`config.mk`:
```
export PLATFORM = sky130hd
export DESIGN_NAME = hex_scan_display_flat
export DESIGN_NICKNAME = d
export VERILOG_FILES = /design/src/rtl/hex_scan_display_if.sv /design/src/rtl/hex_scan_display.sv /design/src/flat_wrapper.sv
export SDC_FILE = /design/constraint.sdc
export NUM_CORES = 1
export LEC_CHECK = 0
export CAP_MARGIN = 20
export CORE_ASPECT_RATIO = 2
export CORE_MARGIN = 4
export CORE_UTILIZATION = 45
export CTS_BUF_LIST = sky130_fd_sc_hd__clkbuf_16
export CTS_CLUSTER_SIZE = 40
export DETAILED_ROUTE_END_ITERATION = 12
export HOLD_SLACK_MARGIN = 0.15
export PLACE_DENSITY = 0.73
export SLEW_MARGIN = 10
export SYNTH_ARGS = -nofsm -noshare
export SYNTH_HDL_FRONTEND = slang
export SYNTH_SLANG_ARGS = --single-unit
export TNS_END_PERCENT = 1
```
`constraint.sdc`:
```
create_clock -name clk -period 2.4 [get_ports clk]
set_clock_uncertainty 0.2 [all_clocks]
set_input_delay 0.48 -clock clk [delete_from_list [all_inputs] [get_ports clk]]
set_output_delay 0.48 -clock clk [all_outputs]
set_load 0.01 [all_outputs]
```
`src/rtl/hex_scan_display_if.sv`:
```
// Bus bundle for hex_scan_display: value/dp load side plus segment, digit and pulse outputs.
interface hex_scan_display_if #(
  parameter int NUM_DIGITS = 4
);
  logic                      load;
  logic [4*NUM_DIGITS-1:0]   value;
  logic [NUM_DIGITS-1:0]     dp_in;
  logic                      blank;
  logic [6:0]                seg;
  logic                      dp;
  logic [NUM_DIGITS-1:0]     dig_sel;
  logic                      frame_done;
  logic                      upd_done;

  modport master (
    output load, value, dp_in, blank,
    input  seg, dp, dig_sel, frame_done, upd_done
  );

  modport slave (
    input  load, value, dp_in, blank,
    output seg, dp, dig_sel, frame_done, upd_done
  );
endinterface

```
`src/rtl/hex_scan_display.sv`:
```
// Time-multiplexed N-digit 7-segment hex driver with frame-boundary shadow commit.
// Optional leading-zero blanking when HEX_SCAN_LZB_EN is defined.
module hex_scan_display #(
  parameter int NUM_DIGITS     = 4,
  parameter int REFRESH_DIV    = 50000,
  parameter int SEG_ACTIVE_LOW = 0,
  parameter int DIG_ACTIVE_LOW = 0
) (
  input  logic              clk,
  input  logic              rst_n,
  hex_scan_display_if.slave bus
);
  localparam int CW = $clog2(REFRESH_DIV);
  localparam int IW = (NUM_DIGITS > 1) ? $clog2(NUM_DIGITS) : 1;
  localparam logic [CW-1:0] CNT_LAST = CW'(REFRESH_DIV - 1);
  localparam logic [IW-1:0] IDX_LAST = IW'(NUM_DIGITS - 1);
  localparam logic [6:0] SEG_INV = (SEG_ACTIVE_LOW != 0) ? '1 : '0;
  localparam logic       DP_INV  = (SEG_ACTIVE_LOW != 0);
  localparam logic [NUM_DIGITS-1:0] DIG_INV = (DIG_ACTIVE_LOW != 0) ? '1 : '0;

  logic [CW-1:0]           cnt;
  logic [IW-1:0]           idx;
  logic [4*NUM_DIGITS-1:0] shadow, disp;
  logic [NUM_DIGITS-1:0]   shadow_dp, disp_dp;
  logic                    pending;

  logic [6:0]              seg_q;
  logic                    dp_q;
  logic [NUM_DIGITS-1:0]   dig_q;
  logic                    frame_q, upd_q;

  logic                    slot_end, frame_end;
  logic [3:0]              nib;
  logic                    cur_dp;
  logic [NUM_DIGITS-1:0]   sel;
  logic                    shown;
  logic [6:0]              seg_n;
  logic                    dp_n;

  function automatic logic [6:0] decode(input logic [3:0] n);
    logic [6:0] g;
    g = '0;
    case (n)
      4'h0: g = 7'h3F;  4'h1: g = 7'h06;  4'h2: g = 7'h5B;  4'h3: g = 7'h4F;
      4'h4: g = 7'h66;  4'h5: g = 7'h6D;  4'h6: g = 7'h7D;  4'h7: g = 7'h07;
      4'h8: g = 7'h7F;  4'h9: g = 7'h6F;  4'hA: g = 7'h77;  4'hB: g = 7'h7C;
      4'hC: g = 7'h39;  4'hD: g = 7'h5E;  4'hE: g = 7'h79;  4'hF: g = 7'h71;
      default: g = '0;
    endcase
    return g;
  endfunction

  assign slot_end  = (cnt == CNT_LAST);
  assign frame_end = slot_end && (idx == IDX_LAST);

  always_comb begin
    nib    = '0;
    cur_dp = 1'b0;
    sel    = '0;
    for (int unsigned k = 0; k < NUM_DIGITS; k++) begin
      if (idx == IW'(k)) begin
        nib    = disp[4*k +: 4];
        cur_dp = disp_dp[k];
        sel[k] = 1'b1;
      end
    end
  end

`ifdef HEX_SCAN_LZB_EN
  logic [IW-1:0] msd;
  // Highest nonzero nibble; stays 0 for an all-zero value so digit 0 always shows.
  always_comb begin
    msd = '0;
    for (int unsigned k = 0; k < NUM_DIGITS; k++) begin
      if (disp[4*k +: 4] != 4'h0) msd = IW'(k);
    end
  end
  assign shown = (idx <= msd);
`else
  assign shown = 1'b1;
`endif

  assign seg_n = (bus.blank || !shown) ? 7'h00 : decode(nib);
  assign dp_n  = bus.blank ? 1'b0 : cur_dp;

  always_ff @(posedge clk) begin
    if (!rst_n) begin
      cnt       <= '0;
      idx       <= '0;
      shadow    <= '0;
      shadow_dp <= '0;
      pending   <= 1'b0;
      disp      <= '0;
      disp_dp   <= '0;
      seg_q     <= SEG_INV;
      dp_q      <= DP_INV;
      dig_q     <= DIG_INV;
      frame_q   <= 1'b0;
      upd_q     <= 1'b0;
    end else begin
      cnt <= slot_end ? '0 : cnt + 1'b1;
      if (slot_end) idx <= (idx == IDX_LAST) ? '0 : idx + 1'b1;

      frame_q <= frame_end;
      upd_q   <= frame_end && (pending || bus.load);

      // A load on the boundary cycle bypasses the shadow straight into the display.
      if (frame_end) begin
        if (bus.load) begin
          disp    <= bus.value;
          disp_dp <= bus.dp_in;
        end else if (pending) begin
          disp    <= shadow;
          disp_dp <= shadow_dp;
        end
        pending <= 1'b0;
      end else if (bus.load) begin
        shadow    <= bus.value;
        shadow_dp <= bus.dp_in;
        pending   <= 1'b1;
      end

      seg_q <= seg_n ^ SEG_INV;
      dp_q  <= dp_n ^ DP_INV;
      dig_q <= (slot_end ? '0 : sel) ^ DIG_INV;
    end
  end

  assign bus.seg        = seg_q;
  assign bus.dp         = dp_q;
  assign bus.dig_sel    = dig_q;
  assign bus.frame_done = frame_q;
  assign bus.upd_done   = upd_q;
endmodule

```
`src/flat_wrapper.sv`:
```
// flat-port wrapper written by rule: the top's interface ports become plain ports
module hex_scan_display_flat 
#(
  parameter int NUM_DIGITS     = 4,
  parameter int REFRESH_DIV    = 50000,
  parameter int SEG_ACTIVE_LOW = 0,
  parameter int DIG_ACTIVE_LOW = 0
)
  (clk, rst_n, bus_load, bus_value, bus_dp_in, bus_blank, bus_seg, bus_dp, bus_dig_sel, bus_frame_done, bus_upd_done);
  hex_scan_display_if #(.NUM_DIGITS(NUM_DIGITS)) bus_i ();
  input  logic clk;
  input  logic rst_n;
  input wire logic [$bits(bus_i.load)-1:0] bus_load;
  input wire logic [$bits(bus_i.value)-1:0] bus_value;
  input wire logic [$bits(bus_i.dp_in)-1:0] bus_dp_in;
  input wire logic [$bits(bus_i.blank)-1:0] bus_blank;
  output wire logic [$bits(bus_i.seg)-1:0] bus_seg;
  output wire logic [$bits(bus_i.dp)-1:0] bus_dp;
  output wire logic [$bits(bus_i.dig_sel)-1:0] bus_dig_sel;
  output wire logic [$bits(bus_i.frame_done)-1:0] bus_frame_done;
  output wire logic [$bits(bus_i.upd_done)-1:0] bus_upd_done;
  assign bus_i.load = bus_load;
  assign bus_i.value = bus_value;
  assign bus_i.dp_in = bus_dp_in;
  assign bus_i.blank = bus_blank;
  assign bus_seg = bus_i.seg;
  assign bus_dp = bus_i.dp;
  assign bus_dig_sel = bus_i.dig_sel;
  assign bus_frame_done = bus_i.frame_done;
  assign bus_upd_done = bus_i.upd_done;
  hex_scan_display #(.NUM_DIGITS(NUM_DIGITS), .REFRESH_DIV(REFRESH_DIV), .SEG_ACTIVE_LOW(SEG_ACTIVE_LOW), .DIG_ACTIVE_LOW(DIG_ACTIVE_LOW)) u_core (.clk(clk), .rst_n(rst_n), .bus(bus_i));
endmodule
```
; Word-level counts from Yosys, hierarchy flattened
; Memories as Yosys holds them, arrays and structs flattened. A register that Yosys moved wholly into a read port is not among the register bits.
; Cells that the tools add are included.
; W data, S select, Z words.
[classes]
add_sub_neg = 2
n_eq_ne = 4
mux = 17
bitwise_logic = 2
reduce_logical = 10
[ops]
columns = cell, count
row1 = $mux W16, 2
row2 = $mux W4, 6
row3 = $add A16 B1 Y16 const B, 1
row4 = $eq A16 B16 Y1 const B, 1
row5 = $mux W1, 8
row6 = $reduce_or A2 Y1, 3
row7 = $eq A2 B2 Y1 const B, 2
row8 = $reduce_and A2 Y1, 2
row9 = $add A2 B1 Y2 const B, 1
row10 = $eq A2 B1 Y1 const B, 1
row11 = $logic_and A1 B1 Y1, 2
row12 = $logic_not A2 Y1, 1
row13 = $mux W2, 1
row14 = $not A1 Y1, 2
row15 = $reduce_bool A2 Y1, 1
row16 = $logic_or A1 B1 Y1, 1
[totals]
register_bits = 66
mem_bits_ro = 112
out_inout_bits = 14
memories = 1
[memory_table]
columns = name, depth, word_bits, read_ports, rd_ports_with_merged_regs, write_ports, line_no
row1 = (name not given), 16, 7, 1, 1, 0, hex_scan_display.sv:43  ; case (n)

; Depth between registers and ports, before layout
; Gate-level depths: netlist of the first run.
[logic_depth]
word_depth = 5
depth_mapped = 12

; Worst setup path after synthesis of the first run
; No wires, ideal clock.
[synth_timing]
kind = register to register
start = register u_core.idx[0]
end = register u_core.seg_q[6], in the netlist u_core.bus.seg[6]
arrival_time_ns = 2.393
required_time_ns = 2.114
setup_slack_ns = -0.279
stages_incl_launch_ff = 11
synth_period_minus_slack_ns = 2.679
path_cell_list = dfxtp_1 ha_1 buf_2 clkbuf_1 nor2_1 a221oi_1 inv_1 ha_1 mux2i_1 nor2_1 a211oi_1
[synth_between]
elab_chain_len = 5
word_cells_on_any_way = 8
[synth_rtl]
columns = element, line_no
row1 = from (decl), hex_scan_display.sv:22  ; logic [IW-1:0] idx;
row2 = from (signal assigned), hex_scan_display.sv:102  ; if (slot_end) idx <= (idx == IDX_LAST) ? '0 : idx + 1'b1;
row3 = $logic_not A2 Y1, hex_scan_display.sv:61  ; if (idx == IW'(k)) begin
row4 = $mux W4 (3 in a row), hex_scan_display.sv:61
row5 = $mux W4 (*), hex_scan_display.sv:61
row6 = to (decl), hex_scan_display.sv:27  ; logic [6:0] seg_q;
; Every way passes the cells marked *; elsewhere a longest branch is shown, timed or not.
; A chain may end at the register's enable or synchronous reset.

; Worst setup path after layout of the first run
[layout_timing]
start = register u_core.idx[1]
end = register u_core.seg_q[3], in the netlist u_core.bus.seg[3]
; The elaborated chain is that of the path after synthesis.

==> results of run 1 <==
## layer usage
metal | GRT usage | share of wire
met5 | 0 | 0
met1 | 0.192 | 0.39
met2 | 0.314 | 0.54
met4 | 0.0961 | 0.029
met3 | 0.0572 | 0.033
## power by group through the flow
| stage | logic, W | registers, W | clock network [W] |
|---|---|---|---|
| 2_1_floorplan | 0.0000877 | 0.00128 | 0 |
| 3_3_place_gp | 0.000166 | 0.00128 | 0 |
| 3_5_place_dp | 0.000169 | 0.00128 | 0 |
| 4_1_cts | 0.000169 | 0.00126 | 0.00141 |
| 5_1_grt | 0.000187 | 0.00126 | 0.00147 |
| 6_report | 0.000168 | 0.00126 | 0.00139 |
## stage by stage
stage          instance area, um^2  utilization  hold WS (ns)  power [W]
6_report                      4220        0.586         0.240    0.00281
5_1_grt                       4220        0.586         0.279    0.00292
4_1_cts                       4180        0.580         0.242    0.00284
3_5_place_dp                  3850        0.534         0.234    0.00145
3_3_place_gp                  3850        0.534         0.224    0.00145
2_1_floorplan                 3320            -         0.213    0.00137
## timing repair
item / in CTS / in global routing
setup endpoints to repair: 4 / 16
gates resized for setup: 1 / 8
cloned: 0 / 0
pin swaps: 0 / 3
buffers inserted: 2 / 2
## cell usage in the layout, fill, tap and decap left out, types with 3 or more instances in the layout
master / instances
sky130_fd_sc_hd__a211oi_1: 10
sky130_fd_sc_hd__a21oi_1: 8
sky130_fd_sc_hd__and3_1: 10
sky130_fd_sc_hd__buf_4: 26
sky130_fd_sc_hd__clkbuf_16: 9
sky130_fd_sc_hd__clkdlybuf4s50_1: 36
sky130_fd_sc_hd__dfxtp_1: 71
sky130_fd_sc_hd__ha_1: 10
sky130_fd_sc_hd__inv_1: 7
sky130_fd_sc_hd__mux2i_1: 23
sky130_fd_sc_hd__nand2_1: 37
sky130_fd_sc_hd__nand3_1: 42
sky130_fd_sc_hd__nand3b_1: 3
sky130_fd_sc_hd__nand4_1: 4
sky130_fd_sc_hd__nor2_1: 27
sky130_fd_sc_hd__nor2b_1: 4
sky130_fd_sc_hd__nor3_1: 3
sky130_fd_sc_hd__o21ai_0: 26
sky130_fd_sc_hd__o31ai_1: 19
sky130_fd_sc_hd__or3_1: 3
sky130_fd_sc_hd__xnor2_1: 9
sky130_fd_sc_hd__xor2_1: 4
## registers in the layout (all words and copies together) (netlist names)
signal	flops
u_core.shadow_dp	4
u_core.cnt	16
u_core.bus.dp	1
u_core.idx	2
u_core.disp_dp	4
u_core.shadow	16
u_core.disp	16
u_core.bus.seg	7
u_core.bus.upd_done	1
u_core.pending	1
u_core.bus.frame_done	1
u_core.bus.dig_sel	4
## kinds of logic (layout without fill, tap and decap cells)
| group | count (synthesis) | after routing | synth area share |
|---|---|---|---|
| and+or+nand+nor | 148 | 148 | 0.227 |
| DFF | 73 | 73 | 0.441 |
| AOI/OAI and AO/OA | 71 | 71 | 0.138 |
| buffers and inverters | 38 | 88 | 0.0450 |
| muxes | 23 | 23 | 0.0695 |
| xor gates and xnor gates | 13 | 13 | 0.0344 |
| adders and majority gates | 12 | 12 | 0.0453 |
## how the worst min path moves through the flow
stage,endpoint,slack [ns]
after floorplan,u_core.cnt[0]$_SDFF_PP0_,0.21
after global placement,u_core.cnt[0]$_SDFF_PP0_,0.22
after detailed placement,u_core.cnt[0]$_SDFF_PP0_,0.23
after CTS,u_core.cnt[0]$_SDFF_PP0_,0.24
after global routing,u_core.cnt[0]$_SDFF_PP0_,0.28
final,u_core.cnt[0]$_SDFF_PP0_,0.24
## cell type report
cell class / instances / area share
Clock buffer: 9 / 0.0533
Sequential cell: 73 / 0.347
Inverter: 8 / 0.00711
Tap cell: 92 / 0.0273
Multi-Input combinational cell: 267 / 0.410
Timing Repair Buffer: 64 / 0.135
Clock inverter: 7 / 0.0201
==> PnR_summary.wiki, run 1 <==
{| class="wikitable"
! Metric !! Value
|-
| Pre-CTS worst setup slack || -0.110 ns
|-
| Number of clock buffers inserted by TritonCTS || 9
|-
| P_int || 0.00222 W
|-
| Overall die area || 8880 um^2
|-
| Synthesized instance count || 378
|-
| Initial Utilization || 0.459
|-
| Critical hold path startpoint || u_core.cnt[0]$_SDFF_PP0_
|-
| Combined area of the multi-input logic cells || 1730 um^2
|-
| Pin count of the biggest net entering global routing || 37
|-
| Half-perimeter wire length after placement || 5370 um
|-
| Unrepaired setup endpoints after global routing || yes
|-
| Weighted congestion reported at the end of routability-driven placement || 0.838
|-
| Asr flop ratio synth || 0
|-
| Slowest stage cell on the critical path || sky130_fd_sc_hd__dfxtp_2
|-
| Area added between synthesis and finish || 27.5%
|-
| Post-synthesis cell type with the largest combined area || sky130_fd_sc_hd__dfxtp_1
|-
| Via count of the first global-routing pass || 2713
|-
| Filler Cells Inserted || 626
|-
| Capturing instance or port of the critical path || u_core.bus.seg[3]$_SDFF_PP0_
|-
| Number of warnings reported in the yosys synthesis log || 0
|-
| Cell types with the largest area share after synthesis || sky130_fd_sc_hd__dfxtp_1, sky130_fd_sc_hd__mux2i_1, sky130_fd_sc_hd__nand3_1
|-
| Remaining Overflow, GRT || 0
|-
| Buffering stage count on the worst path with inverters included || 4
|-
| Hold-fix buffers at CTS || 0
|-
| I/O pin count || 38
|-
| CP endpoint kind || register
|-
| Cell count of the worst reg-to-reg path || 12
|-
| Number of core rows || 44
|-
| Series of cell instances along the critical path || inv_1 > ha_1 > buf_4 > a211oi_1 > o21ai_0 > nand2_1 > inv_1 > ha_1 > inv_1 > a21oi_1 > a32oi_1 > nor2_1
|-
| Total Negative Setup Slacks || 0 ns
|-
| Deepest level of the CTS H-tree || 3
|-
| Worst path most repeated cell || sky130_fd_sc_hd__inv_1
|-
| Number of diodes || 0
|-
| Post-layout min period || 2.30 ns
|-
| # port buffers || 37
|-
| Static leakage || 1.62 nW
|-
| Fraction of layout cells with a size suffix above 1 || 0.124
|-
| Total track usage || 0.183
|-
| Delay of the slowest critical-path stage || 0.35 ns
|-
| Family with the most delay on the worst path || compound AO/OA/AOI/OAI gates
|-
| Worst endpoint required time || 2.42 ns
|-
| RR Startpoint || u_core.idx[1]$_SDFFE_PN0P_
|-
| Mapped Area || 3310 um^2
|-
| Initial DRC count || 91
|-
| Power density over the cells || 666 nW/um^2
|-
| Switching Fraction || 0.209
|-
| Register cell area after layout || 1460 um^2
|-
| Sequential cell area fraction in the yosys report || 0.441
|-
| Number of cells on the worst hold path || 1
|-
| Hold Violations, Final || 0
|-
| Area of the core || 7210 um^2
|-
| Crit path from || u_core.idx[1]$_SDFFE_PN0P_
|-
| Transition at the pin with the smallest max-transition slack || 0.696 ns
|-
| # nets final || 459
|-
| Synth Area per Inst || 8.76 um^2
|-
| Worst max-slew margin expressed relative to the limit || 0.535
|-
| Post-synth cell types || 40
|-
| Mean routed wirelength per cell || 14.2 um
|-
| Clock latency of the later-clocked register in the worst-skew pair || 0.33 ns
|-
| Worst Path Class, Setup || register to register
|-
| Die height || 129 um
|-
| Number of buffers on the longest clock path || 2
|-
| Die span in x || 68.7 um
|-
| Net count after synthesis || 414
|-
| Number of storage elements in the synthesis netlist || 73
|-
| DP Cell Count || 500
|-
| Share of the clock period used by the worst path || 0.959
|-
| Antenna violations before repair || 0
|-
| Logic pwr share || 0.060
|-
| Sequential Power Share || 0.448
|-
| Via density per instance || 5.35
|-
| Buffer type at the clock tree root || sky130_fd_sc_hd__clkbuf_16
|-
| Wire length of the first global-routing pass || 12100 um
|-
| Maximum operating frequency || 434 MHz
|-
| Reg-to-Reg End || u_core.bus.seg[3]$_SDFF_PP0_
|-
| Critical path depth || 12
|-
| Most common cell in the synthesized netlist || sky130_fd_sc_hd__dfxtp_1
|-
| Count of non-filler cells in the finished layout || 520
|-
| Total vias in the final route || 2781
|-
| CTS tree || built
|-
| Commonest cells in the netlist || sky130_fd_sc_hd__dfxtp_1, sky130_fd_sc_hd__nand3_1, sky130_fd_sc_hd__nand2_1
|-
| Top FF cell, synth || sky130_fd_sc_hd__dfxtp_1
|-
| Reg2reg setup slack || 0.1 ns
|-
| Outcome || finished clean
|-
| Maximum net fanout on the critical path || 7
|-
| Router iterations before antenna repair || 4
|-
| Max-cap viol count || 0
|-
| Clock power share || 0.493
|-
| Count of nets left with antenna violations after detail routing || 0
|-
| Final number of max-transition violations || 0
|-
| Hold/Removal Path Class || register to register
|-
| Number of flops mapped to enable cells by yosys || 0
|-
| Clock net sink count || 73
|-
| Critical Path Source Type || register
|-
| Top cell type's share of synthesized area || 0.441
|-
| Max IR drop VDD || 0.578 mV
|-
| PnR worst setup slack || 0.0977 ns
|-
| Count of endpoints failing setup in the final report || 0
|-
| Switching power of the nets || 0.000587 W
|-
| CTS clock-pin slew for the worst setup and hold paths || 0.06 ns
|-
| Arr. time, crit path || 2.32 ns
|-
| Post-detailed-routing wire length || 7380 um
|-
| Number of remaining DRC errors || 0
|}
Note: power is estimated with default switching activity, not from simulation.
==> inputs of run 2 (changes only) <==
--- a/config.mk
+++ b/config.mk
@@ -10,6 +10,7 @@
 export CORE_MARGIN = 4
 export CORE_UTILIZATION = 45
 export CTS_BUF_LIST = sky130_fd_sc_hd__clkbuf_16
+export CTS_CLUSTER_DIAMETER = 200
 export CTS_CLUSTER_SIZE = 40
 export DETAILED_ROUTE_END_ITERATION = 12
 export HOLD_SLACK_MARGIN = 0.15
==> results of run 2 <==
No change in the layout: final DEF, timing and power equal those of run 1.
==> RTL edit 1 (flow settings as in run 2) <==
`REFRESH_DIV` is set to 50000 in 2 places; all go to 12500.
--- a/src/rtl/hex_scan_display.sv
+++ b/src/rtl/hex_scan_display.sv
@@ -2,7 +2,7 @@
 // Optional leading-zero blanking when HEX_SCAN_LZB_EN is defined.
 module hex_scan_display #(
   parameter int NUM_DIGITS     = 4,
-  parameter int REFRESH_DIV    = 50000,
+  parameter int REFRESH_DIV    = 12500,
   parameter int SEG_ACTIVE_LOW = 0,
   parameter int DIG_ACTIVE_LOW = 0
 ) (
--- a/src/flat_wrapper.sv
+++ b/src/flat_wrapper.sv
@@ -2,7 +2,7 @@
 module hex_scan_display_flat 
 #(
   parameter int NUM_DIGITS     = 4,
-  parameter int REFRESH_DIV    = 50000,
+  parameter int REFRESH_DIV    = 12500,
   parameter int SEG_ACTIVE_LOW = 0,
   parameter int DIG_ACTIVE_LOW = 0
 )
Function: same outputs for any inputs over 10 cycles, from zero or initial values and one cycle with rst_n low; that may be too few to reach the edited logic, so the function may still have changed.
==> RTL edit 1 against run 2 <==
Routed wire length up 1.6%; setup slack got worse by 47 ps; cell area fell by 2.9%; largest power group is now registers; count of clock-buffer cells in the layout unchanged; non-clock buffer count is 13 lower; largest cell class unchanged; synthesized cell count fell by 6.3%; power is 10% lower; sequential power shrank 3%; synthesized area down 1.3%; sequential cell count shrank 2; critical path depth shrank 2.
==> RTL edit 1: results (changes against run 2) <==
- Status: finished clean (unchanged)
- Vias/cell: 5.46 (was 5.35)
- Synth cell types: 43 (was 40)
- Wire length on met3: 217 um (was 244 um)
- Synth warn: 0 (unchanged)
- Final non-filler cell total: 487 (was 520)
- Pint: 1960 uW (was 2220 uW)
- Top routing layer used: met4 (unchanged)
- Clock transition at path regs: 50 ps
- Sequential power share: 48.5% (was 44.8%)
- VDD IR max: 0.000348 V (was 0.000578 V)
- Overall power: 2520 uW (was 2810 uW)
- Commonest cells post-synth: dfxtp_1, nor2_1, nand2_1 (was dfxtp_1, nand3_1, nand2_1)
- Top power group: registers (was clock)
- P_comb: 177 uW (was 168 uW)
- Max Root-Sink Buffers: 2 (unchanged)
- First-pass GRT wire length: 11900 um (was 12100 um)
- Pin count of the biggest net entering global routing: 44 (was 37)
- Pre-CTS WS: -0.225 ps (was -110 ps)
- Largest regs: u_core.disp x16, u_core.shadow x16, u_core.cnt x14 (was u_core.cnt x16, u_core.disp x16, u_core.shadow x16)
- Maximum level of the CTS H-tree: 3 (unchanged)
- Met3 usage: 4.72% (was 5.72%)
- Main synth FF type: dfxtp_1 (unchanged)
- First-pass DRT Iterations: 4 (unchanged)
- Met2 wire len: 4310 um (was 4010 um)
- Ant diodes: 0 (unchanged)
- Sequential area share after synthesis: 43.5% (was 44.1%)
- Met2 usage: 33.0% (was 31.4%)
- RD Place Congestion: 0.896 (was 0.838)
- CTS Root Cell: clkbuf_16 (unchanged)
- Num CTS Buffers: 9 (unchanged)
- LEAKAGE: 0.00156 uW (was 0.00162 uW)
- Layout cells sized above 1: 16.6% (was 12.4%)
- Crit Path Max Fanout: 8 (was 7)
- Fin nets: 430 (was 459)
- Worst hold path type: flip-flop to flip-flop (unchanged)
- Number of global-route vias before repair: 2616 (was 2713)
- Initial DRC count: 191 (was 91)
- Total GRT Usage: 18.1% (was 18.3%)
- GRT met1 Usage: 18.2% (was 19.2%)
- Hpwl dp: 5260 um (was 5370 um)
- I/O Buffers: 37 (unchanged)
- DR WL/cell: 15.4 um (was 14.2 um)
- Worst Tran Pin Value: 574 ps (was 696 ps)
- Placed Cells incl. Taps: 472 (was 500)
- Synth area leaders: dfxtp_1, a211oi_2, mux2i_1, nor2_1, ha_1 (was dfxtp_1, mux2i_1, nand3_1, ha_1, o31ai_1)
- Syn Area/Cell: 9.23 sq um (was 8.76 sq um)
- Initial antenna violation count: 0 (unchanged)
- Crit path DAT: 2350 ps (was 2320 ps)
- Synthesized net count: 390 (was 414)
- Async S/R FF share, synth: 0% (unchanged)
- WL met1: 2730 um (was 2910 um)
- Latest clock arrival within the worst-skew pair: 330 ps (about the same)
==> RTL edit 1: final timing paths <==
kind                     from  cells after the start  slack [ps]                end
max             u_core.idx[1]                     10          50  u_core.bus.seg[4]
min reg2reg  u_core.shadow[0]                      2         250   u_core.shadow[0]
max reg2reg     u_core.idx[1]                     10          50  u_core.bus.seg[4]
min          u_core.shadow[0]                      2         250   u_core.shadow[0]
==> RTL edit 1: logic make-up after synthesis <==
| logic type | count (synthesis) | synth area share (%) |
|---|---|---|
| simple gates | 138 | 20.4 |
| flops | 71 | 43.5 |
| compound gates | 68 | 17.0 |
| buf+inv | 31 | 4.52 |
| mux | 23 | 7.04 |
| fa+ha+maj | 12 | 4.59 |
| xor+xnor | 11 | 2.95 |
==> RTL edit 1: critical path: stages, from the launching register on <==
cell	delay, ps
dfxtp_2	340
inv_1	90
ha_2	220
buf_4	180
a221oi_2	80
a221oi_2	340
inv_2	110
buf_4	170
ha_1	190
mux2i_1	210
a21oi_1	110
==> RTL edit 1: timing repair <==
item                       in CTS  in global routing
pin swaps                       0                  2
buffers inserted                1                  0
setup endpoints to repair       1                  7
resized for setup               0                 19
==> RTL edit 1: final cells by class <==
type | instances | area [sq um]
sequential | 71 | 1430
tap | 90 | 113
clock buffer | 9 | 225
timing repair buffer | 51 | 495
fill | 615 | 2890
multi-input combinational | 252 | 1790
clock inverter | 5 | 20.0
inverter | 9 | 33.8
==> RTL edit 1: metrics by stage <==
| step | cell area (sq um) | hold WS, ps |
|---|---|---|
| after CTS | 4020 | 254 |
| after global routing | 4100 | 275 |
| final | 4100 | 251 |
| after detailed placement | 3770 | 247 |
| after floorplan | 3280 | 230 |
| after global placement | 3770 | 241 |
==> RTL edit 2 (settings of run 2) <==
Without the edit above. Reset style: asynchronous (`rst_n`), changed in one clocked block.
--- a/src/rtl/hex_scan_display.sv
+++ b/src/rtl/hex_scan_display.sv
@@ -83,7 +83,7 @@
   assign seg_n = (bus.blank || !shown) ? 7'h00 : decode(nib);
   assign dp_n  = bus.blank ? 1'b0 : cur_dp;
 
-  always_ff @(posedge clk) begin
+  always_ff @(posedge clk or negedge rst_n) begin
     if (!rst_n) begin
       cnt       <= '0;
       idx       <= '0;
Check against the original RTL: differs if rst_n is asserted again (counterexample within 4 cycles, from zero or initial values and one cycle with rst_n low); with rst_n held inactive, the same outputs for 10 cycles.
==> RTL edit 2 against run 2 <==
Clock power down 3%; routed wire length down 2.6%; die area up 4.9%; synthesized area up 5.4%; power up 3.4%; setup slack better by 26 ps; cell area up 4.5%; sequential cell count unchanged; critical endpoint is now u_core.bus.seg[0].
==> RTL edit 2: results (changes against run 2) <==
- Status: finished clean (unchanged)
- Synth cell types: 45 (was 40)
- Clock Power Share: 46.5% (was 49.3%)
- Crit path largest cell delay: 400 ps (was 350 ps)
- Adder-cell share of the synthesized area: 3.94% (was 4.53%)
- Pre-CTS WS: 15.3 ps (was -110 ps)
- Layout cells sized above 1: 19.8% (was 12.4%)
- Layout Utilization: 58.1% (was 58.6%)
- Wire length on met3: 219 um (was 244 um)
- Post-CTS Setup Bufs: 0 (was 2)
- Clk cell area share: 6.80% (was 7.35%)
- Synth area leaders: dfrtp_1, mux2_2, mux2i_1, ha_1, nand2_1 (was dfxtp_1, mux2i_1, nand3_1, ha_1, o31ai_1)
- Multiplexer share of the synthesized area: 12.2% (was 6.95%)
- Placed Area: 0.00406 sq mm (was 0.00385 sq mm)
- Multi-In Gates: 221 (was 267)
- LEAKAGE: 0.00196 uW (was 0.00162 uW)
- Hpwl dp: 5400 um (was 5370 um)
- Pin count of the biggest net entering global routing: 41 (was 37)
- WL met1: 2690 um (was 2910 um)
- Sequential area share after synthesis: 52.3% (was 44.1%)
- R2r startpoint: u_core.idx[0] (was u_core.idx[1])
- Met2 usage: 30.4% (was 31.4%)
- Worst path slowest cell: dfrtp_1 (was dfxtp_2)
- Post-synthesis compound-gate area fraction: 9.64% (was 13.8%)
- Drt total wl: 7180 um (was 7380 um)
- VDD IR max: 0.000428 V (was 0.000578 V)
- Multi-input gate share of total cell area: 36.1% (was 41.0%)
- Cts hold-fix bufs: 1 (was 0)
- Nonclk buf count: 58 (was 64)
- Core ar.: 0.00760 sq mm (was 0.00721 sq mm)
- Total GRT Usage: 16.8% (was 18.3%)
- Sequential cell area share: 41.4% (was 34.7%)
- Min-delay src: u_core.disp[15] (was u_core.cnt[0])
- Sequential power share: 45.2% (was 44.8%)
- DR WL/cell: 15.4 um (was 14.2 um)
- GRT met1 Usage: 17.4% (was 19.2%)
- Placed Cells incl. Taps: 451 (was 500)
- Psw: 601 uW (was 587 uW)
- P_comb: 240 uW (was 168 uW)
-- RTL edit 2: cell count changes after synthesis, sizes merged, moves of 4 or more --
cell,delta
o21ai,+4
dfrtp,+73
and3,-8
a211oi,-6
clkbuf,-18
nor3,+6
mux2,+20
dfxtp,-73
o31ai,-19
and2,+4
nand3,-31
nor2,-7
-- RTL edit 2: path summary, 6_finish.rpt --
| path | to | slack (ps) | cells past startpoint |
|---|---|---|---|
| worst max-delay path | u_core.bus.seg[0] | 120 | 9 |
| worst min-delay path | u_core.disp[15] | 280 | 2 |
| worst max register to register | u_core.bus.seg[0] | 120 | 9 |
| worst min register to register | u_core.disp[15] | 280 | 2 |
| max in group asynchronous | u_core.shadow_dp[2] | 890 | 3 |
| min in group asynchronous | u_core.cnt[14] | 500 | 2 |
-- RTL edit 2: worst max-delay path: cells and delay by family, from the launching register on --
family | cells | cell delay [ps]
compound gates | 4 | 710
fa+ha+maj | 2 | 440
buf+inv | 2 | 230
flops | 1 | 400
simple gates | 1 | 220
